## src/rtl/bus_arbiter_8way_if.sv

```systemverilog
// rtl/bus_arbiter_8way_if.sv - request/grant bundle between eight requesters and the arbiter
interface bus_arbiter_8way_if;
    logic [7:0] req;
    logic [7:0] grant;
    logic [2:0] sel;
    logic       busy;
    logic       timeout;

    modport master (
        output req,
        input  grant,
        input  sel,
        input  busy,
        input  timeout
    );

    modport slave (
        input  req,
        output grant,
        output sel,
        output busy,
        output timeout
    );
endinterface

```

## src/rtl/bus_arbiter_8way.sv

```systemverilog
// rtl/bus_arbiter_8way.sv - 8-way round-robin bus arbiter with turnaround cycle
// Optional bounded tenure selected by macro BUS_ARB_TIMEOUT_EN.
module bus_arbiter_8way #(
    parameter int MAX_HOLD = 16
) (
    input  logic              clk,
    input  logic              reset,
    bus_arbiter_8way_if.slave bus
);
    typedef enum logic {
        IDLE  = 1'b0,
        GRANT = 1'b1
    } state_t;

    state_t     state_q, state_d;
    logic [2:0] owner_q, owner_d;
    logic [2:0] ptr_q,   ptr_d;
    logic [2:0] pick;
    logic       pick_vld;

    if (MAX_HOLD < 2 || MAX_HOLD > 255) begin : g_bad_max_hold
        $error("bus_arbiter_8way: MAX_HOLD must be within 2..255");
    end

`ifdef BUS_ARB_TIMEOUT_EN
    localparam logic [7:0] HOLD_LAST = 8'(MAX_HOLD - 1);
    logic [7:0] hold_q,    hold_d;
    logic       timeout_q, timeout_d;
`endif

    // Scan downward so the requester closest to ptr overwrites the others.
    always_comb begin
        pick     = ptr_q;
        pick_vld = 1'b0;
        for (int k = 7; k >= 0; k--) begin
            if (bus.req[ptr_q + 3'(k)]) begin
                pick     = ptr_q + 3'(k);
                pick_vld = 1'b1;
            end
        end
    end

    always_comb begin
        state_d = state_q;
        owner_d = owner_q;
        ptr_d   = ptr_q;
`ifdef BUS_ARB_TIMEOUT_EN
        hold_d    = hold_q;
        timeout_d = 1'b0;
`endif
        case (state_q)
            IDLE: begin
                if (pick_vld) begin
                    state_d = GRANT;
                    owner_d = pick;
`ifdef BUS_ARB_TIMEOUT_EN
                    hold_d  = 8'd0;
`endif
                end
            end
            GRANT: begin
                if (!bus.req[owner_q]) begin
                    state_d = IDLE;
                    ptr_d   = owner_q + 3'd1;
                end
`ifdef BUS_ARB_TIMEOUT_EN
                else if (hold_q == HOLD_LAST) begin
                    state_d   = IDLE;
                    ptr_d     = owner_q + 3'd1;
                    timeout_d = 1'b1;
                end else begin
                    hold_d = hold_q + 8'd1;
                end
`endif
            end
            default: state_d = IDLE;
        endcase
    end

    always_ff @(posedge clk) begin
        if (reset) begin
            state_q   <= IDLE;
            owner_q   <= 3'd0;
            ptr_q     <= 3'd0;
`ifdef BUS_ARB_TIMEOUT_EN
            hold_q    <= 8'd0;
            timeout_q <= 1'b0;
`endif
        end else begin
            state_q   <= state_d;
            owner_q   <= owner_d;
            ptr_q     <= ptr_d;
`ifdef BUS_ARB_TIMEOUT_EN
            hold_q    <= hold_d;
            timeout_q <= timeout_d;
`endif
        end
    end

    // sel keeps the last owner through IDLE so the datapath mux does not glitch.
    assign bus.grant = (state_q == GRANT) ? (8'd1 << owner_q) : 8'd0;
    assign bus.sel   = owner_q;
    assign bus.busy  = (state_q == GRANT);
`ifdef BUS_ARB_TIMEOUT_EN
    assign bus.timeout = timeout_q;
`else
    assign bus.timeout = 1'b0;
`endif
endmodule

```

## src/flat_wrapper.sv

```systemverilog
// flat-port wrapper written by rule: the top's interface ports become plain ports
module bus_arbiter_8way_flat 
#(
    parameter int MAX_HOLD = 16
)
  (clk, reset, bus_req, bus_grant, bus_sel, bus_busy, bus_timeout);
  bus_arbiter_8way_if bus_i ();
  input  logic clk;
  input  logic reset;
  input wire logic [$bits(bus_i.req)-1:0] bus_req;
  output wire logic [$bits(bus_i.grant)-1:0] bus_grant;
  output wire logic [$bits(bus_i.sel)-1:0] bus_sel;
  output wire logic [$bits(bus_i.busy)-1:0] bus_busy;
  output wire logic [$bits(bus_i.timeout)-1:0] bus_timeout;
  assign bus_i.req = bus_req;
  assign bus_grant = bus_i.grant;
  assign bus_sel = bus_i.sel;
  assign bus_busy = bus_i.busy;
  assign bus_timeout = bus_i.timeout;
  bus_arbiter_8way #(.MAX_HOLD(MAX_HOLD)) u_core (.clk(clk), .reset(reset), .bus(bus_i));
endmodule
```

## config.mk

```make
export PLATFORM = sky130hd
export DESIGN_NAME = bus_arbiter_8way_flat
export DESIGN_NICKNAME = d
export VERILOG_FILES = /design/src/rtl/bus_arbiter_8way_if.sv /design/src/rtl/bus_arbiter_8way.sv /design/src/flat_wrapper.sv
export SDC_FILE = /design/constraint.sdc
export NUM_CORES = 1
export LEC_CHECK = 0
export ABC_AREA = 1
export BUFFER_PORTS_ARGS = -buffer_cell sky130_fd_sc_hd__buf_2
export CORE_UTILIZATION = 27
export CTS_BUF_LIST = sky130_fd_sc_hd__clkbuf_4
export DETAILED_ROUTE_END_ITERATION = 10
export GPL_TIMING_DRIVEN = 1
export PLACE_DENSITY = 0.56
export SYNTH_ARGS = -nofsm -noshare
export SYNTH_HDL_FRONTEND = slang
export SYNTH_SLANG_ARGS = --single-unit
```

## constraint.sdc

```tcl
create_clock -name clk -period 3.1 [get_ports clk]
set_clock_uncertainty 0.2 [all_clocks]
set_input_delay 0.155 -clock clk [delete_from_list [all_inputs] [get_ports clk]]
set_output_delay 0.155 -clock clk [all_outputs]
set_load 0.005 [all_outputs]
```

**Yosys cells after proc, flatten, opt, wreduce, memory -nomap -nowiden**

Cells that the tools add are included.

- Bitwise logic cells: 2
- Magnitude comparators: 9
- Shift-type cells: 1
- Add/sub/neg operators: 8
- Reductions and logical operators: 2
- Muxes and demuxes: 38

Operators by type and width:

| operator | number |
|---|---|
| $lt 3x4->1 const B | 9 |
| $bmux 1 s3 | 9 |
| $mux 3 | 8 |
| $mux 1 | 19 |
| $add 3x3->3 const B | 4 |
| $mux 8 | 1 |
| $shl 1x3->8 const A | 1 |
| $add 3x1->3 const B | 2 |
| $add 3x2->3 const B | 2 |
| $reduce_and 2->1 | 2 |
| $not 1->1 | 2 |
| $pmux 1 s2 | 1 |

- Input bits: 10
- Flip-flop bits (word level): 7

**Depth between registers and ports, before layout**

Gate-level depths: netlist of the first run.

- Word-level depth: 13
- Gate-level depth with buffers: 20
- Mapped depth without buffers: 18

**Least setup slack after synthesis of the first run**

Ideal clock, no wire load.

- Path kind: register -> register
- Start: reg u_core.ptr_q[0]
- End: reg u_core.owner_q[0] (netlist: u_core.bus.sel[0])
- Stages on the path, launching flop included: 16
- Data required time: 2.785 ns
- Slack: 0.717 ns
- Clock period less this slack: 2.383 ns
- Arrival: 2.069 ns
- Path through: dfxtp_1 > buf_6 > inv_4 > buf_12 > ha_1 > inv_1 > nand3_1 > and2_4 > nand2_2 > nand2_2 > nor2_2 > nand2_1 > nor2_2 > nor2_2 > o21ai_1 > nor2_1

- Longest elaborated chain between the ends: 12

Ends and longest elaborated chain:

| item | RTL line | source |
|---|---|---|
| start, declared | bus_arbiter_8way.sv:17 | `logic [2:0] ptr_q, ptr_d;` |
| start signal, assigned | bus_arbiter_8way.sv:92 | `ptr_q <= ptr_d;` |
| $add 3x3->3 | bus_arbiter_8way.sv:36, bus_arbiter_8way.sv:37 |  |
| $bmux 1 s3 | bus_arbiter_8way.sv:36 | `if (bus.req[ptr_q + 3'(k)]) begin` |
| $mux 1 (implied by the code) | bus_arbiter_8way.sv:36 |  |
| $mux 1 (8 in a row) | bus_arbiter_8way.sv:36 |  |
| $reduce_and 2->1 (no line) | n/a |  |
| end signal, assigned | bus_arbiter_8way.sv:91 | `owner_q <= owner_d;` |
| end, declared | bus_arbiter_8way.sv:16 | `logic [2:0] owner_q, owner_d;` |

Parallel ways exist; a longest one is shown, timed or not. The select of a mux whose other input is x is not followed.
A chain may end at the register's enable or synchronous reset.

**Worst setup path after layout of the first run**

Ends and elaborated chain as after synthesis.

==> impl_metrics.toml, run 1 <==
[clocking]
clk_latency_ns = 0.25
cts_buffers = 3
cts_sinks = 7
clockBufferDepth = 2
path_clk_slew_ns = 0.05
h-tree-depth = 1
cts_tree = "yes"
post_cts_buffers = 0
cts-root-buf = "clkbuf_4"

[worst_setup_path]
timing.reg2reg.setup_slack_ns = 0.61
crit_arrival_ns = 2.44
reg2reg_from = "u_core.ptr_q[0]"
cp-start-kind = "flop"
timing.rr.end = "u_core.bus.sel[0]"
path_class = "flop to flop"
cp_max_fo = 11
rr_worst_depth = 12
required_ns = 3.05
worstSetupEndpointType = "flop"

[yosys]
async_flop_share = 0
synth_common_cells = "36 x nand2_1, 29 x nand3_1, 22 x inv_1"
synth_top_area_cell = "nand3_1"
yosys.area_share.simple = 0.507
synth_top_area_share = 0.124
synthMuxAreaShare = 0
ys_ff_latch = 7
synth-edff-count = 0
yosysSeqAreaShare = 0.120
syn_nets = 206
synth_warnings = 0
ys.flop_type = "dfxtp_1"
syn_avg_cell_area_um2 = 6.22
synth_xor_area_frac = 0.0289
synth_fa_ha_area_frac = 0.0857
yosysMostFrequentCell = "nand2_1"
netlist_instances = 188
synth-compound-area-share = 0.134
synth_area_leaders = "nand3_1 12%, dfxtp_1 12%, nand2_1 12%, ha_1 8.6%, inv_1 7.1%"
syn-cell-area_um2 = 1170
synth_top_family_by_area = "simple AND/OR/NAND/NOR gates"
synth_cell_types = 29

[worst_hold_path]
holdPathEnd = "u_core.bus.busy"
min_path_type = "input port to flop"
worstHoldPathCells = 5
min_from = "bus_req[0]"

[global_route]
grt_pass1_vias = 1096
grt_max_degree = 12
grtUsageTotal = 0.145
grt.overflow.total = 0
antenna_found_initial = 0
grt_pass1_wl_um = 5130

[outcome]
status = "completed"

[power_and_ir_drop]
p_per_area_nw_per_um2 = 1310
vdd_ir_drop_max_uv = 529
cellLeakagePower_uw = 0.000718

[placement]
io_buffers = 21
gp_congestion = 0.916
hpwl_um = 2500
place_inst = 256

[run]
drv_cap = 0

[floorplan]
start_util = 0.286
rows = 23
dieArea_um2 = 4600
die_w_um = 67.8
die_h_um = 67.8
io_pins = 23
core_um2 = 4090

[layout]
fin_util = 0.329
finalNonFillerCells = 261
drive_gt1_frac = 0.280
multi_input_area_um2 = 887
antenna-diode-count = 0
fillCellCount = 457
syn2layout_area_growth_pct = 14.9
register_area_um2 = 140
fin_nets = 230

[timing]
setup_tns_ns = 0
hold_violations = 0
slew_viol_final = 0
timing.fmax_mhz = 401
setup-violations-final = 0
rsz0062_at_grt = "false"
post-route-period-util = 0.804
min_period_ns = 2.49

[drt]
drt_pre_antenna_iters = 4
avgRoutedWirePerCell_um = 11.7
drc_errors = 0
vias = 1265
drt-total-wl_um = 3040
vias_per_cell = 4.85
drtIter0Drc = 88
ant_nets = 0
## layer usage
| layer | up-vias | global-route usage | wire length (µm) |
|---|---|---|---|
| met5 | - | 0 | 0 |
| met4 | 0 | 0.0365 | 21 |
| met3 | 2 | 0.0152 | 124 |
| met2 | 38 | 0.240 | 1430 |
| met1 | 561 | 0.198 | 1470 |
| li1 | 664 | - | - |
## worst max-delay path: stages (launching register included)
cell     delay (ns)
dfxtp_1        0.36
inv_4          0.11
ha_1           0.43
inv_1          0.22
nand3_1        0.13
nand3_1        0.15
nand2_2        0.10
nor3_2         0.11
nand3_1        0.11
nor2_2         0.18
nor2_2         0.09
o21ai_1        0.13
nor2_1         0.06
## report_power, final
group	total [µW]	internal (µW)	switching (µW)
sequential	200	130	70.0
clock	92.7	57.9	34.8
combinational	1460	522	939
total	1750	710	1040
## cells by family after synthesis
| family | Yosys count |
|---|---|
| compound gates | 29 |
| xor+xnor | 3 |
| fa+ha+maj | 8 |
| buf+inv | 29 |
| flops | 7 |
| other cells | 1 |
| simple gates | 111 |
## layout make-up
type / instances / share of cell area
Tap cell: 50 / 0.0466
Clock buffer: 4 / 0.0224
Inverter: 24 / 0.0690
Timing Repair Buffer: 24 / 0.0969
Multi-Input combinational cell: 152 / 0.661
Sequential cell: 7 / 0.104
## per-stage QoR
| step | total power (µW) | setup WS [ns] | hold WS (ns) | instance area [µm²] |
|---|---|---|---|---|
| finish | 1750 | 0.607 | 0.324 | 1340 |
| global route | 1950 | 0.410 | 0.361 | 1340 |
| CTS | 1750 | 0.601 | 0.319 | 1340 |
| detailed placement | 1650 | 0.617 | 0.137 | 1300 |
| global placement | 1670 | 0.604 | 0.141 | 1300 |
| floorplan | 1370 | 0.717 | 0.0335 | 1170 |
## registers in the layout, summed over array words and instances (netlist names)
name / count
u_core.bus.sel: 3
u_core.ptr_q: 3
u_core.bus.busy: 1
## worst max-delay path by stage
stage	startpoint	to	slack [ns]	cells past startpoint
final	u_core.ptr_q[0]	u_core.bus.sel[0]	0.61	12
after global routing	u_core.ptr_q[0]	u_core.bus.sel[0]	0.41	12
after CTS	u_core.ptr_q[0]	u_core.bus.sel[0]	0.60	12
after detailed placement	u_core.ptr_q[0]	u_core.bus.sel[0]	0.62	12
after global placement	u_core.ptr_q[0]	u_core.bus.sel[1]	0.60	12
after floorplan	u_core.ptr_q[0]	u_core.bus.sel[0]	0.72	15
## cells in the final DEF (no fill, tap or decap)
master         count
nand2_1           36
nand3_1           29
inv_1             22
buf_2             21
nor2_1            16
a21oi_1           13
nand2_2           10
nand3_2            8
ha_1               8
o21ai_0            7
dfxtp_1            7
nand2_4            5
o21ai_1            5
clkbuf_4           4
nor2_2             3
and2_4             2
o221ai_1           2
buf_4              2
inv_4              1
inv_2              1
xor2_1             1
xnor2_1            1
xnor2_2            1
nor3_2             1
a211oi_1           1
a31oi_1            1
nor3b_1            1
conb_1             1
dlygate4sd3_1      1
## what timing repair did
| item | CTS | global route |
|---|---|---|
| hold buffers | 1 | 0 |
| endpoints found under the hold margin | 1 | 0 |
| gates resized for setup | 0 | 0 |
No activity file was read; power rests on OpenSTA's default activity.
==> run 2: changes to the inputs <==
ABC_AREA = 0   (was 1)
clock period = 2.4 ns   (was 3.1 ns; I/O delays follow)
==> run 2 against run 1 <==
  * The flow now finishes with violations (negative setup slack)
  * Synthesized area grew 6.4%
  * Cell area increased by 37%
  * Global-route usage increased by 0.57 points
  * Sequential power is 2% lower
  * Count of clock-buffer cells in the layout stayed put
==> impl_metrics.toml, run 2 <==
[outcome]
status = "complete, but fails checks"
violations = "negative setup slack"

[power_and_ir_drop]
vdd_ir_drop_max_uv = 527
p_per_area_nw_per_um2 = 902
internal_power_uw = 942
p_sw_uw = 713
cellLeakagePower_uw = 0.000812
combPwrFrac = 0.807
power_frac_clock = 0.074
p_total_uw = 1660
switching_share = 0.431
p_seq_frac = 0.118

[clocking]
cts_tree = "yes"
cts_sinks = 7
cts_buffers = 3
h-tree-depth = 1
clk_latency_ns = 0.26
cts-root-buf = "clkbuf_4"
clockBufferDepth = 2
path_clk_slew_ns = 0.06

[timing]
hold_violations = 0
hold_ws_ns = 0.424
layout_setup_ws_ns = -0.127
setup-violations-final = 3
min_period_ns = 2.53
slew_viol_final = 0
setup_tns_ns = -0.258
timing.fmax_mhz = 396
rsz0062_at_grt = "true"
post-route-period-util = 1.05

[yosys]
synth-edff-count = 0
ys.flop_type = "dfxtp_1"
synth_top_area_share = 0.163
synth_top_area_cell = "mux4_2"
syn_avg_cell_area_um2 = 8.58
syn_nets = 163
synth_cell_types = 42
syn-cell-area_um2 = 1240
yosysSeqAreaShare = 0.113
async_flop_share = 0
synth_area_leaders = "mux4_2 16%, dfxtp_1 11%, ha_1 8.0%, mux2i_1 7.2%, mux2_2 6.3%"
netlist_instances = 145
yosysMostFrequentCell = "nand2_1"
synth_warnings = 0
ys_ff_latch = 7
synth_common_cells = "14 x nand2_1, 12 x nor2_1, 9 x mux2i_1, 9 x mux4_2"

[global_route]
grt_max_degree = 13
antenna_found_initial = 0
grtUsageTotal = 0.151
grt.overflow.total = 0
grt_pass1_wl_um = 6120
grt_pass1_vias = 1314

[drt]
drtIter0Drc = 32
drt_pre_antenna_iters = 4
drc_errors = 0
avgRoutedWirePerCell_um = 14.1
wl_met2_um = 1760
ant_nets = 0
dr_wl_met3_um = 80
topRoutingLayerUsed = "met4"
drt-total-wl_um = 3640
vias_per_cell = 5.14
wl_met1_um = 1750
vias = 1320

[worst_setup_path]
cpMaxStageDelayCell = "mux4_2"
critPathTopFamily = "multiplexers"
required_ns = 2.32
crit_arrival_ns = 2.44
path_cells = "buf_6 > mux4_2 > buf_4 > a211oi_2 > a21oi_1 > or3_1 > o221ai_2 > a311oi_2"
worstSetupEndpointType = "flop"
crit_start = "u_core.ptr_q[1]"
worst-path-buf-inv = 2
max_stage_delay_ns = 0.58
reg2reg_from = "u_core.ptr_q[1]"
cp-start-kind = "flop"
cp_max_fo = 12
path_class = "flop to flop"

[placement]
hpwl_um = 2790
io_buffers = 21
gp_congestion = 0.854
placed_cell_area_um2 = 1640
pre_cts_slack_ns = -0.114

[floorplan]
dieArea_um2 = 4880
die_h_um = 69.9
die_w_um = 69.9
core_um2 = 4380
io_pins = 23
start_util = 0.284
rows = 24

[worst_hold_path]
min_path_type = "flop to flop"
min_from = "u_core.bus.sel[0]"

[run]
drv_cap = 0

[layout]
syn2layout_area_growth_pct = 47.6
design_area_um2 = 1840
layout_common_cells = "37 x buf_4, 21 x buf_2, 13 x nand2_1, 10 x nor2_1"
antenna-diode-count = 0
final_common_cell = "buf_4"
fin_nets = 224
drive_gt1_frac = 0.512
[run 2: changes by cell type after synthesis, sizes merged, moves of 7 or more]
cell and change:
a21oi -7, inv -16, mux2 +7, mux2i +10, mux4 +9, nand2 -37, nand3 -36, nor2 -7
[run 2: worst paths after layout]
| check | slack [ns] | end | cells after the start |
|---|---|---|---|
| worst max-delay path | -0.13 | u_core.bus.sel[2] | 8 |
| worst min-delay path | 0.42 | u_core.bus.sel[0] | 2 |
| worst max register to register | -0.13 | u_core.bus.sel[2] | 8 |
| worst min register to register | 0.42 | u_core.bus.sel[0] | 2 |
[run 2: tightest hold or removal path, delay by kind of cell (launching register included)]
family / cells / cell delay [ns]
compound gates: 1 / 0.05
flops: 1 / 0.39
simple gates: 1 / 0.14
[run 2: what timing repair did]
| action | 4_1_cts | 5_1_grt |
|---|---|---|
| hold buffers | 1 | 0 |
| buffers inserted | 5 | 5 |
| gates resized for setup | 17 | 6 |
| setup endpoints to repair | 3 | 3 |
| pin swaps | 12 | 9 |
| hold endpoints to repair | 7 | 0 |
[run 2: metal layers]
layer	up-vias	GRT usage
met5	-	0
met4	0	0.0222
met3	4	0.0231
met2	20	0.264
met1	628	0.199
li1	668	-
[run 2: kinds of logic after synthesis]
group / synth area share
simple gates: 0.172
compound gates: 0.215
mux: 0.310
buf+inv: 0.0634
fa+ha+maj: 0.0805
flops: 0.113
xor+xnor: 0.0433
other cells: 0.00302
[run 2: through the flow]
stage | std cells | utilization
5_1_grt | 257 | 0.419
2_1_floorplan | 145 | -
6_report | 257 | 0.419
4_1_cts | 252 | 0.405
3_3_place_gp | 242 | 0.375
3_5_place_dp | 242 | 0.375
[run 2: area by class of cell]
| cell class | count | area, µm² |
|---|---|---|
| Tap cell | 52 | 65.1 |
| Multi-Input combinational cell | 121 | 1100 |
| Clock buffer | 4 | 30.0 |
| Inverter | 8 | 32.5 |
| Fill cell | 436 | 2550 |
| Timing Repair Buffer | 65 | 464 |
| Sequential cell | 7 | 145 |
[run 2: power by group through the flow]
stage / registers (µW) / clock network (µW) / logic, µW
6_report: 196 / 123 / 1340
5_1_grt: 203 / 133 / 1450
3_5_place_dp: 193 / 0 / 1180
4_1_cts: 195 / 126 / 1280
3_3_place_gp: 193 / 0 / 1180
2_1_floorplan: 178 / 0 / 780
